`src/rtl/pc_unit.sv`:
```
// Program counter unit: sequential/branch/jump sequencing, an 8-deep return
// stack for subroutine calls, and a single-level interrupt return register.
module pc_unit #(
  parameter int             AW      = 12,
  parameter int             DEPTH   = 8,
  parameter logic [AW-1:0]  RST_VEC = '0,
  parameter logic [AW-1:0]  INT_VEC = AW'(4)
) (
  input  logic          clk,
  input  logic          rst,
  input  logic          PCEN_i,
  input  logic [3:0]    PCoper_i,
  input  logic          jbs_i,
  input  logic          ret_i,
  input  logic          reti_i,
  input  logic          int_i,
  input  logic [AW-1:0] target_i,
  input  logic          z_i,
  input  logic          c_i,
  output logic [AW-1:0] pc_o,
  output logic          isr_o,
  output logic          stk_full_o,
  output logic          stk_empty_o,
  output logic          stk_err_o
);

  localparam int DW = $clog2(DEPTH + 1);
  localparam int IW = $clog2(DEPTH);

  logic [AW-1:0] r_pc;
  logic [AW-1:0] r_int_ret;
  logic [DW-1:0] r_depth;
  logic          r_isr;
  logic          r_err;
  logic [AW-1:0] r_stack [DEPTH];

  logic [AW-1:0] w_pc_inc;
  logic [AW-1:0] w_pc_nxt;
  logic [AW-1:0] w_int_ret_nxt;
  logic [DW-1:0] w_depth_nxt;
  logic          w_isr_nxt;
  logic          w_err_nxt;
  logic          w_push;
  logic [IW-1:0] w_push_idx;
  logic [IW-1:0] w_pop_idx;
  logic          w_full;
  logic          w_empty;

  assign w_full     = (r_depth == DW'(DEPTH));
  assign w_empty    = (r_depth == '0);
  // The write slot is the low bits of depth; it is never used when full.
  assign w_push_idx = r_depth[IW-1:0];
  assign w_pop_idx  = w_push_idx - IW'(1);
  assign w_pc_inc   = r_pc + AW'(1);

  always_comb begin
    w_pc_nxt      = r_pc;
    w_int_ret_nxt = r_int_ret;
    w_depth_nxt   = r_depth;
    w_isr_nxt     = r_isr;
    w_err_nxt     = r_err;
    w_push        = 1'b0;
    if (PCEN_i) begin
      if (int_i && !r_isr) begin
        w_int_ret_nxt = r_pc;
        w_pc_nxt      = INT_VEC;
        w_isr_nxt     = 1'b1;
      end else if (reti_i) begin
        if (r_isr) begin
          w_pc_nxt  = r_int_ret;
          w_isr_nxt = 1'b0;
        end else begin
          w_pc_nxt  = w_pc_inc;
          w_err_nxt = 1'b1;
        end
      end else if (ret_i) begin
        if (!w_empty) begin
          w_pc_nxt    = r_stack[w_pop_idx];
          w_depth_nxt = r_depth - DW'(1);
        end else begin
          w_pc_nxt  = w_pc_inc;
          w_err_nxt = 1'b1;
        end
      end else if (jbs_i) begin
        w_pc_nxt = target_i;
        if (!w_full) begin
          w_push      = 1'b1;
          w_depth_nxt = r_depth + DW'(1);
        end else begin
          w_err_nxt = 1'b1;
        end
      end else begin
        case (PCoper_i)
          4'b0100: w_pc_nxt = z_i  ? target_i : w_pc_inc;
          4'b0101: w_pc_nxt = !z_i ? target_i : w_pc_inc;
          4'b0110: w_pc_nxt = c_i  ? target_i : w_pc_inc;
          4'b0111: w_pc_nxt = !c_i ? target_i : w_pc_inc;
          4'b1000: w_pc_nxt = target_i;
          default: w_pc_nxt = w_pc_inc;
        endcase
      end
    end
  end

  always_ff @(posedge clk or negedge rst) begin
    if (!rst) begin
      r_pc      <= RST_VEC;
      r_int_ret <= RST_VEC;
      r_depth   <= '0;
      r_isr     <= 1'b0;
      r_err     <= 1'b0;
    end else begin
      r_pc      <= w_pc_nxt;
      r_int_ret <= w_int_ret_nxt;
      r_depth   <= w_depth_nxt;
      r_isr     <= w_isr_nxt;
      r_err     <= w_err_nxt;
    end
  end

  // Stack contents need no reset: an entry is only read after it was pushed.
  always_ff @(posedge clk) begin
    if (w_push) begin
      r_stack[w_push_idx] <= w_pc_inc;
    end
  end

  assign pc_o        = r_pc;
  assign isr_o       = r_isr;
  assign stk_full_o  = w_full;
  assign stk_empty_o = w_empty;
  assign stk_err_o   = r_err;

endmodule

```
`config.mk`:
```
export PLATFORM = sky130hd
export DESIGN_NAME = pc_unit
export DESIGN_NICKNAME = d
export VERILOG_FILES = /design/src/rtl/pc_unit.sv
export SDC_FILE = /design/constraint.sdc
export NUM_CORES = 1
export LEC_CHECK = 0
export CAP_MARGIN = 20
export CORE_ASPECT_RATIO = 2
export CORE_MARGIN = 3
export CORE_UTILIZATION = 55
export DETAILED_ROUTE_END_ITERATION = 10
export DONT_BUFFER_PORTS = 1
export HOLD_SLACK_MARGIN = 0.15
export PLACE_DENSITY_LB_ADDON = 0.08
export SYNTH_ARGS = -nofsm -noshare
export SYNTH_HDL_FRONTEND = slang
export SYNTH_SLANG_ARGS = --single-unit
```
`constraint.sdc`:
```
create_clock -name clk -period 8.15 [get_ports clk]
set_clock_uncertainty 0.15 [all_clocks]
set_input_delay 0.815 -clock clk [delete_from_list [all_inputs] [get_ports clk]]
set_output_delay 0.815 -clock clk [all_outputs]
set_load 0.005 [all_outputs]
```
==> flow_summary.ini <==
[sta]
setup_viol = 0
period_needed_ns = 3.36
final.period_utilization_pct = 41.2
rsz0062_at_grt = false
final_hold_viol_count = 0
fin_setup_tns_ns = 0
finalMaxSlewViolations = 0
relSlewSlack_pct = 25.1
fin_ws_ns = 4.79
tightest_slew_ns = 1.12
fmax_mhz = 298

[cells_and_area]
fin_nets = 448
post-route-util_pct = 63.5
antennaDiodeCount = 0
nFillCells = 776
multiInputGateArea_um2 = 2230
finalNonFillerCells = 567
layout-drive-gt1-share_pct = 17.4
area_delta_synth_final_pct = 11.1
seq_area_um2 = 3630

[pwr]
pwr-share-clk_pct = 31.0
power.share.switching_pct = 32.3
netSwitchingPower_mw = 0.740
intPower_mw = 1.55
seq_power_share_pct = 39.4
pwr-share-comb_pct = 29.7
powerDensity_nw_per_um2 = 338
power_mw = 2.29
p_leak_nw = 2.43
irDropWorstVdd_mv = 0.189

[cts]
post_cts_buffers = 0
cts.htree.levels = 4
cts_tree = built
root_buffer = clkbuf_16
cts_hold_buffers = 2
cts_resized = 0
clkTransAtPathRegs_ns = 0.06
insertion_delay_ns = 0.41
cts_sinks = 126
cts_buffer_depth = 2
cts_made_buffers = 17

[critical_path]
critPathLaunchType = register
worstReg2RegStart = r_depth[0]
r2r_end = pc_o[9]
required_ns = 8.29
rrSetupSlack_ns = 4.79
path_cells = buf_4 -> inv_1 -> ha_1 -> mux4_1 -> mux2_2 -> o221ai_1 -> a21oi_1 -> o32a_1
r2r_cells = 8
max_stage_delay_ns = 0.97
crit_path_max_fanout = 27
crit_slowest_cell = ha_1
end_kind = register
worst_ep_arrival_time_ns = 3.50
path_class = reg -> reg

[floorplanning]
die_x_um = 80.5
num_rows = 53
ios = 41
initial_core_util_pct = 57.1
die_area_um2 = 12500
die_y_um = 155
design.core.area_um2 = 10700

[drt]
drc = 0
first_pass_iters = 4
antenna_left = 0
drtIter0Drc = 226
routed_wl_um = 13800
wl_per_cell_um = 24.3
post_drt_via_cell_ratio = 6.41
vias = 3633

[yosys]
avgSynthCellArea_um2 = 14.9
yosysTopAreaCellShare_pct = 47.3
synth_seq_area_share_pct = 59.6
yosysWarnings = 0
ys.flop_type = edfxtp_1
synth_area_leaders = edfxtp_1, dfrtp_1, mux4_1, mux4_2, a211oi_1
synth-seq-cells = 126
ys_types = 69
synth_most_common_cell = edfxtp_1
synth_edf_count = 96
syn_nets = 441
yosys-top-cells-count = edfxtp_1, dfrtp_1, nand2_1
synthCells = 410
async_flop_share_pct = 23.8
synth_top_area_cell = edfxtp_1
syn_area_um2 = 6100

[global_route]
grt_first_pass_wirelength_um = 21000
antenna_found_initial = 0
grt_overflow_total = 0
grt_pass1_vias = 3753
grt_use_total_pct = 23.5
grt_max_degree = 31

[placed_design]
gp_congestion = 0.898
place_inst = 528
portBuffers = 0
hpwl_um = 9790
place_ws_ns = 4.69

[run_status]
outcome = finished clean

[min_path]
hold_start = r_int_ret[8]
holdPathEnd = r_int_ret[8]
hold_depth = 2
hold_path_class = reg -> reg

[job]
maxCapViolations = 0
==> worst max-delay path: cells and delay by family (launching register included) <==
family          cells  cell delay [ns]
mux                 2             0.72
fa+ha+maj           1             0.97
compound gates      3             0.44
buf+inv             2             0.63
flops               1             0.33
==> cell type report <==
cell class	count	area share, %
Timing Repair Buffer	8	1.22
Clock inverter	11	1.38
Inverter	22	1.22
Multi-Input combinational cell	242	33.0
Clock buffer	21	7.10
Tap cell	137	2.53
Sequential cell	126	53.6
==> sequential cells by signal (all words and copies together) (netlist names) <==
name / flops
r_stack: 96
pc_o: 12
r_int_ret: 12
r_depth: 4
isr_o: 1
stk_err_o: 1
==> routing by layer <==
| layer | GRT usage, % | wire [um] | vias to the layer above |
|---|---|---|---|
| met1 | 26.3 | 5060 | 1802 |
| met5 | 0 | 0 | - |
| li1 | - | - | 1654 |
| met3 | 4.87 | 612 | 52 |
| met2 | 39.8 | 7370 | 125 |
| met4 | 15.1 | 772 | 0 |
==> kinds of logic after synthesis <==
group,Yosys count,synth area share (%)
muxes,41,12.8
and+or+nand+nor,94,8.76
DFF,126,59.6
adders and majority gates,6,1.35
AOI/OAI and AO/OA,86,11.3
xor gates and xnor gates,15,2.28
buffers and inverters,42,3.98
==> power by group through the flow <==
stage | registers, mW | clock network, mW | logic [mW]
2_1_floorplan | 0.874 | 0 | 0.573
5_1_grt | 0.909 | 0.757 | 0.750
3_5_place_dp | 0.913 | 0 | 0.678
4_1_cts | 0.901 | 0.723 | 0.690
3_3_place_gp | 0.910 | 0 | 0.662
6_report | 0.902 | 0.709 | 0.680
==> placed cells by master, fill, tap and decap left out, types with 2 or more instances in the layout <==
master and n:
and3_1 3, inv_6 6, edfxtp_1 96, or2b_1 2, clkinv_4 4, inv_1 22, mux4_1 15, o21ai_0 18
mux4_2 9, a221o_1 5, a31oi_1 3, xnor2_1 12, xor2_1 2, nor2_1 13, nand3_1 3, ha_1 5
nor3_2 3, nor4_1 5, a221oi_1 4, a211oi_1 15, a21o_1 2, or3_1 6, o41ai_2 3, a21oi_1 5
mux2i_1 8, o32ai_1 2, clkbuf_8 2, clkbuf_16 18, mux2_2 8, o221ai_1 9, nor2b_1 6, nand2_1 30
nand2b_1 7, dfrtp_1 30, buf_4 4, buf_6 2, nor3b_1 2, o22ai_1 5
==> worst max path at each step <==
stage | to | slack, ns | start | depth (start not counted)
after detailed placement | r_stack[6][0] | 4.69 | r_depth[0] | 7
after CTS | r_stack[6][11] | 4.67 | r_depth[0] | 7
after global routing | pc_o[9] | 4.51 | r_depth[0] | 8
final | pc_o[9] | 4.79 | r_depth[0] | 8
after floorplan | r_stack[1][0] | 5.04 | ret_i | 6
after global placement | r_stack[3][3] | 4.85 | r_depth[0] | 7
==> per-stage QoR <==
| stage | hold WS, ns | cell area (um2) |
|---|---|---|
| 2_1_floorplan | 0.295 | 6100 |
| 4_1_cts | 0.328 | 6740 |
| 6_report | 0.336 | 6780 |
| 3_5_place_dp | 0.327 | 6130 |
| 3_3_place_gp | 0.312 | 6130 |
| 5_1_grt | 0.337 | 6780 |
Note: power is estimated with default switching activity, not from simulation.
